**src/rtl/calc_disp_pkg.sv**
```systemverilog
// Shared display types and glyph helpers for the MiniCalculator display back end.
package calc_disp_pkg;

    localparam logic [6:0] SEG_BLANK = 7'h7F;
    localparam logic [6:0] SEG_R     = 7'h2F;
    localparam logic [6:0] SEG_MINUS = 7'h3F;
    localparam logic [6:0] SEG_E     = 7'h06;

    typedef struct packed {
        logic        err;
        logic        lzb;
        logic [15:0] data;
    } disp_t;

    // Active-low {g,f,e,d,c,b,a} pattern for one hex nibble.
    function automatic logic [6:0] hex2seg(input logic [3:0] nib);
        logic [6:0] seg;
        case (nib)
            4'h0: seg = 7'h40;
            4'h1: seg = 7'h79;
            4'h2: seg = 7'h24;
            4'h3: seg = 7'h30;
            4'h4: seg = 7'h19;
            4'h5: seg = 7'h12;
            4'h6: seg = 7'h02;
            4'h7: seg = 7'h78;
            4'h8: seg = 7'h00;
            4'h9: seg = 7'h10;
            4'hA: seg = 7'h08;
            4'hB: seg = 7'h03;
            4'hC: seg = 7'h46;
            4'hD: seg = 7'h21;
            4'hE: seg = 7'h06;
            default: seg = 7'h0E;
        endcase
        return seg;
    endfunction

endpackage

```
**src/rtl/seg_decode.sv**
```systemverilog
// Glyph for one digit slot: error text wins over blanking, blanking wins over hex.
module seg_decode
    import calc_disp_pkg::*;
(
    input  logic [3:0] nib,
    input  logic [1:0] dig,
    input  logic       blank,
    input  logic       err,
    output logic [6:0] seg
);

    always_comb begin
        seg = hex2seg(nib);
        if (err) begin
            case (dig)
                2'd3:    seg = SEG_BLANK;
                2'd2:    seg = SEG_E;
                default: seg = SEG_R;
            endcase
        end else if (blank) begin
            seg = SEG_BLANK;
        end
    end

endmodule

```
**src/rtl/seg_scan.sv**
```systemverilog
// Time-multiplexed 4-digit 7-segment scanner with frame-synchronous value update.
module seg_scan
    import calc_disp_pkg::*;
#(
    parameter int CLK_DIV = 100000,
    parameter int CNT_W   = 17
) (
    input  logic        clk,
    input  logic        rst,
    input  logic        valid_i,
    input  logic [15:0] data_i,
    input  logic        err_i,
    input  logic        lzb_i,
    output logic [6:0]  seg_o,
    output logic [3:0]  an_o,
    output logic        pend_o,
    output logic        frame_o
);

    logic [CNT_W-1:0] cnt;
    logic [1:0]       idx;
    logic [1:0]       idx_nxt;
    logic             tick;
    logic             boundary;
    logic             pend;
    disp_t            pnd;
    disp_t            act;
    disp_t            act_nxt;
    logic [15:0]      upper;
    logic             blank;
    logic [6:0]       glyph;

    assign tick     = (cnt == CNT_W'(CLK_DIV - 1));
    assign boundary = tick && (idx == 2'd3);
    assign idx_nxt  = idx + 2'd1;

    // The slot about to be shown must see the word that will be active in its frame.
    assign act_nxt = (boundary && pend) ? pnd : act;
    assign upper   = act_nxt.data >> {idx_nxt, 2'b00};
    assign blank   = act_nxt.lzb && (idx_nxt != 2'd0) && (upper == 16'h0000);

    seg_decode u_dec (
        .nib   (upper[3:0]),
        .dig   (idx_nxt),
        .blank (blank),
        .err   (act_nxt.err),
        .seg   (glyph)
    );

    always_ff @(posedge clk or posedge rst) begin
        if (rst) begin
            cnt <= '0;
            idx <= 2'd3;
        end else if (tick) begin
            cnt <= '0;
            idx <= idx_nxt;
        end else begin
            cnt <= cnt + CNT_W'(1);
        end
    end

    always_ff @(posedge clk or posedge rst) begin
        if (rst) begin
            pnd  <= '0;
            act  <= '0;
            pend <= 1'b0;
        end else begin
            act <= act_nxt;
            if (valid_i) begin
                pnd  <= '{err: err_i, lzb: lzb_i, data: data_i};
                pend <= 1'b1;
            end else if (boundary) begin
                pend <= 1'b0;
            end
        end
    end

    always_ff @(posedge clk or posedge rst) begin
        if (rst) begin
            an_o  <= 4'b1111;
            seg_o <= SEG_BLANK;
        end else if (tick) begin
            an_o  <= ~(4'b0001 << idx_nxt);
            seg_o <= glyph;
        end
    end

    assign pend_o  = pend;
    assign frame_o = boundary;

endmodule
```
**config.mk**
```make
export PLATFORM = sky130hd
export DESIGN_NAME = seg_scan
export DESIGN_NICKNAME = d
export VERILOG_FILES = /design/src/rtl/calc_disp_pkg.sv /design/src/rtl/seg_decode.sv /design/src/rtl/seg_scan.sv
export SDC_FILE = /design/constraint.sdc
export NUM_CORES = 1
export LEC_CHECK = 0
export BUFFER_PORTS_ARGS = -buffer_cell sky130_fd_sc_hd__clkbuf_2
export CORE_ASPECT_RATIO = 1.2
export CORE_MARGIN = 2
export CORE_UTILIZATION = 30
export DETAILED_ROUTE_END_ITERATION = 10
export MAX_ROUTING_LAYER = met4
export SLEW_MARGIN = 20
export SYNTH_ARGS = -nofsm -noshare
export SYNTH_HDL_FRONTEND = slang
export SYNTH_SLANG_ARGS = --single-unit
```
**constraint.sdc**
```tcl
create_clock -name clk -period 4.62 [get_ports clk]
set_input_delay 0.924 -clock clk [delete_from_list [all_inputs] [get_ports clk]]
set_output_delay 0.924 -clock clk [all_outputs]
set_load 0.005 [all_outputs]
```
==> metrics.txt <==
# TYPE chip_impl_metric gauge
chip_impl_metric{name="cts_hold_buffers",unit=""} 0
chip_impl_metric{name="crit_path_max_incr_delay",unit="ns"} 0.54
chip_impl_metric{name="antenna-diode-count",unit=""} 0
chip_impl_metric{name="final_layout_size_suffix_gt1_frac",unit=""} 0.3136
chip_impl_metric{name="cts_sinks",unit=""} 67
chip_impl_metric{name="number_of_enable_flip_flop_cells_after_synthesis",unit=""} 0
chip_impl_metric{name="p_int",unit="mW"} 1.058
chip_impl_metric{name="worst-path-max-fanout",unit=""} 25
chip_impl_metric{name="path_clk_slew",unit="ns"} 0.05
chip_impl_metric{name="asyncSetResetFlopFracSynth",unit=""} 1.000
chip_impl_metric{name="finalWirelength",unit="mm"} 6.739
chip_impl_info{name="criticalPathCategory",value="reg2reg"} 1
chip_impl_metric{name="net_switching_power_of_the_design",unit="mW"} 0.2742
chip_impl_info{name="postSynth.topFlopCell",value="sky130_fd_sc_hd__dfrtp_1"} 1
chip_impl_metric{name="detail_route.iter0.violations",unit=""} 103
chip_impl_metric{name="period_share",unit=""} 0.8518
chip_impl_metric{name="power_dens_cells",unit="nW/um^2"} 332.0
chip_impl_metric{name="detailroute.via_count",unit=""} 2293
chip_impl_metric{name="row_count",unit=""} 42
chip_impl_metric{name="design.core.area",unit="um^2"} 11090
chip_impl_info{name="most-common-layout-cells",value="sky130_fd_sc_hd__dfrtp_1, sky130_fd_sc_hd__nand2_1, sky130_fd_sc_hd__clkbuf_2"} 1
chip_impl_metric{name="layout.area.seq",unit="um^2"} 1693
chip_impl_metric{name="postLayoutCellArea",unit="um^2"} 4013
chip_impl_info{name="worstHoldPathType",value="reg2reg"} 1
chip_impl_metric{name="max_slew.worst_pin.slew",unit="ns"} 0.8076
chip_impl_info{name="timing.critical_path.to_type",value="register"} 1
chip_impl_metric{name="cp.required",unit="ns"} 4.85
chip_impl_metric{name="layout_setup_ws",unit="ns"} 0.6849
chip_impl_metric{name="netSwitchingFraction",unit=""} 0.2058
chip_impl_metric{name="netlist.area_leader.share",unit=""} 0.3959
chip_impl_metric{name="grt_pass1_vias",unit=""} 2335
chip_impl_info{name="critPathMostFrequentCell",value="sky130_fd_sc_hd__ha_1"} 1
chip_impl_metric{name="synth_nets",unit=""} 334
chip_impl_metric{name="gpl.final_weighted_congestion",unit=""} 0.8388
chip_impl_metric{name="antenna_found_initial",unit=""} 0
chip_impl_metric{name="1st_pass_router_iterations",unit=""} 4
chip_impl_metric{name="die_height",unit="um"} 120.8
chip_impl_metric{name="yosys_warnings",unit=""} 0
chip_impl_metric{name="io_buffers",unit=""} 33
chip_impl_metric{name="vdd_drop_max",unit="uV"} 166.8
chip_impl_metric{name="die-width",unit="um"} 101.4
chip_impl_metric{name="dp_hpwl",unit="mm"} 4.884
chip_impl_metric{name="syn_area",unit="um^2"} 3413
chip_impl_info{name="critPathSlowestCell",value="sky130_fd_sc_hd__mux4_2"} 1
chip_impl_metric{name="timing.critical_path.buf_inv",unit=""} 0
chip_impl_info{name="largest_cells_by_area_after_synthesis",value="sky130_fd_sc_hd__dfrtp_1, sky130_fd_sc_hd__dfstp_2, sky130_fd_sc_hd__mux2_2"} 1
chip_impl_metric{name="track_usage",unit=""} 0.1245
chip_impl_metric{name="grt_start_max_net_pins",unit=""} 49
chip_impl_metric{name="synth.ff_latch_count",unit=""} 67
chip_impl_metric{name="placement_setup_slack",unit="ns"} 0.7882
chip_impl_info{name="post-synth-top-area-cell",value="sky130_fd_sc_hd__dfrtp_1"} 1
chip_impl_metric{name="flow.area_growth_from_synthesis",unit="%"} 17.56
chip_impl_info{name="cpLargestDelayFamily",value="simple AND/OR/NAND/NOR gates"} 1
chip_impl_metric{name="min_period",unit="ns"} 3.935
chip_impl_metric{name="grt_overflow",unit=""} 0
chip_impl_metric{name="insertion_delay",unit="ns"} 0.33
chip_impl_metric{name="final.setup.tns",unit="ns"} 0
chip_impl_metric{name="floorplan.initialDensity",unit=""} 0.3078
chip_impl_metric{name="postSynthCellCount",unit=""} 299
chip_impl_metric{name="cts.repair_timing.setup_buffer_count",unit=""} 0
chip_impl_metric{name="multi_input_area",unit="um^2"} 1624
chip_impl_metric{name="max_freq",unit="MHz"} 254.1
chip_impl_metric{name="via_per_inst",unit=""} 4.661
chip_impl_metric{name="fillerInstances",unit=""} 1082
chip_impl_metric{name="setup_violations",unit=""} 0
chip_impl_metric{name="route.antenna.remaining_nets",unit=""} 0
chip_impl_metric{name="post_cts.resized_instances",unit=""} 0
chip_impl_metric{name="clock_power_share",unit=""} 0.502
chip_impl_metric{name="post_synth.cell_area_avg",unit="um^2"} 11.42
chip_impl_metric{name="design.die.area",unit="um^2"} 12250
chip_impl_metric{name="pwr-share-seq",unit=""} 0.465
chip_impl_metric{name="io_pins",unit=""} 34
chip_impl_metric{name="grt_first_pass_wirelength",unit="mm"} 11.45
chip_impl_metric{name="power.leakage",unit="nW"} 1.852
chip_impl_metric{name="arrival_time_at_the_worst_endpoint",unit="ns"} 4.16
chip_impl_info{name="result_of_the_run",value="finished, final reports clean"} 1
chip_impl_metric{name="tritoncts.num_buffers",unit=""} 9
chip_impl_metric{name="yosysSeqAreaShare",unit=""} 0.4960
chip_impl_metric{name="timing.final.hold_violations",unit=""} 0
chip_impl_info{name="mostFrequentLayoutCell",value="sky130_fd_sc_hd__dfrtp_1"} 1
chip_impl_metric{name="routedWlPerCell",unit="um"} 13.70
chip_impl_metric{name="maxSlewViolCount",unit=""} 0
chip_impl_metric{name="ctsLongestPathBuffers",unit=""} 2
chip_impl_metric{name="finalClockSkew",unit="ns"} 0.005678
chip_impl_metric{name="nets_final",unit=""} 368
chip_impl_metric{name="placedInstanceArea",unit="um^2"} 3721
chip_impl_metric{name="drv_cap",unit=""} 0
chip_impl_info{name="cp-start-kind",value="register"} 1
chip_impl_metric{name="number_of_library_cell_types_mapped_by_synthesis",unit=""} 49
chip_impl_info{name="clock-root-buffer",value="sky130_fd_sc_hd__clkbuf_16"} 1
chip_impl_metric{name="slew_margin_rel",unit=""} 0.4610
chip_impl_info{name="unrepaired_setup_endpoints_after_global_routing",value="no"} 1
chip_impl_metric{name="route.detailed.drc",unit=""} 0
chip_impl_info{name="worstPathCellList",value="ha_1, and4_4, and4_1, nand3_4, mux4_2, mux2i_1, ha_1, nor2b_1, o21ai_0, nor3_1, a21o_2, nor2_1, o31ai_1"} 1
chip_impl_metric{name="p_comb_frac",unit=""} 0.032
chip_impl_info{name="clock_tree_from_tritoncts",value="built"} 1
chip_impl_metric{name="htree_levels",unit=""} 3
tightest hold or removal path, cell delays in order (launching register included):
cell	delay [ns]
sky130_fd_sc_hd__dfstp_2	0.36
sky130_fd_sc_hd__nand2_1	0.05
sky130_fd_sc_hd__o21ai_1	0.05
sequential cells by signal (all words and copies together), names as in the netlist:
signal and flops:
an_o 4, pnd 18, seg_o 7, cnt 17
idx 2, pend_o 1, act 18
logic make-up after synthesis:
logic type	synth area share
AND/OR/NAND/NOR	0.1587
flip-flops	0.4960
multiplexers	0.1609
AO/OA/AOI/OAI	0.06378
buffers and inverters	0.02822
XOR/XNOR	0.04106
adder cells (fa/ha/maj)	0.05132
path summary, 6_finish.rpt:
| path | from | to | slack (ns) | depth (start not counted) |
|---|---|---|---|---|
| max | cnt[0]$_DFF_PP0_ | seg_o[6]$_DFFE_PP1N_ | 0.68 | 13 |
| min | seg_o[5]$_DFFE_PP1N_ | seg_o[5]$_DFFE_PP1N_ | 0.47 | 2 |
| max reg2reg | cnt[0]$_DFF_PP0_ | seg_o[6]$_DFFE_PP1N_ | 0.68 | 13 |
| min reg2reg | seg_o[5]$_DFFE_PP1N_ | seg_o[5]$_DFFE_PP1N_ | 0.47 | 2 |
| max in group asynchronous | rst | seg_o[3]$_DFFE_PP1N_ | 3.10 | 3 |
| min in group asynchronous | rst | cnt[2]$_DFF_PP0_ | 0.71 | 2 |
per-stage QoR:
step	std cells	power (mW)	hold WS (ns)	utilization
6_report	492	1.332	0.4704	0.3619
3_3_place_gp	476	0.6733	0.4593	0.3356
3_5_place_dp	476	0.6754	0.4645	0.3356
4_1_cts	492	1.353	0.4734	0.3618
2_1_floorplan	299	0.6532	0.4305	-
5_1_grt	492	1.386	0.4809	0.3619
Yosys cell counts (2+ instances only):
master	instances
sky130_fd_sc_hd__o21ai_0	7
sky130_fd_sc_hd__ha_1	14
sky130_fd_sc_hd__dfstp_2	13
sky130_fd_sc_hd__nor3_1	2
sky130_fd_sc_hd__nand2_1	51
sky130_fd_sc_hd__mux2_2	27
sky130_fd_sc_hd__xnor2_1	8
sky130_fd_sc_hd__and3_1	5
sky130_fd_sc_hd__nor4_1	2
sky130_fd_sc_hd__o41ai_1	2
sky130_fd_sc_hd__nand3_1	9
sky130_fd_sc_hd__nand4_1	4
sky130_fd_sc_hd__o31ai_1	2
sky130_fd_sc_hd__or4_1	2
sky130_fd_sc_hd__a21o_1	2
sky130_fd_sc_hd__inv_1	6
sky130_fd_sc_hd__nor2b_1	2
sky130_fd_sc_hd__a21oi_1	8
sky130_fd_sc_hd__mux4_2	7
sky130_fd_sc_hd__dfrtp_1	54
sky130_fd_sc_hd__a211oi_1	3
sky130_fd_sc_hd__and4_1	2
sky130_fd_sc_hd__buf_6	2
sky130_fd_sc_hd__nor2_1	21
sky130_fd_sc_hd__clkbuf_1	8
sky130_fd_sc_hd__and2_1	2
sky130_fd_sc_hd__xor2_1	8
sky130_fd_sc_hd__mux2i_1	5
layer usage:
metal	track usage	vias to the layer above	wire (um)
met5	-	-	0
met4	0.04983	0	110
met3	0.03468	9	230
met2	0.1834	46	3140
met1	0.1620	1112	3257
li1	-	1126	-
cell type report:
| cell class | count | share of cell area |
|---|---|---|
| Clock inverter | 3 | 0.009978 |
| Multi-Input combinational cell | 212 | 0.4047 |
| Sequential cell | 67 | 0.4219 |
| Clock buffer | 13 | 0.06236 |
| Inverter | 8 | 0.008107 |
| Tap cell | 154 | 0.04802 |
| Timing Repair Buffer | 35 | 0.04490 |
power groups by stage:
stage | Clock [mW] | Sequential [mW] | Combinational, mW
global placement | 0 | 0.630 | 0.0438
finish | 0.669 | 0.620 | 0.0430
detailed placement | 0 | 0.630 | 0.0453
CTS | 0.688 | 0.620 | 0.0453
global route | 0.714 | 0.622 | 0.0494
floorplan | 0 | 0.623 | 0.0306
(Power assumes the default switching activity.)
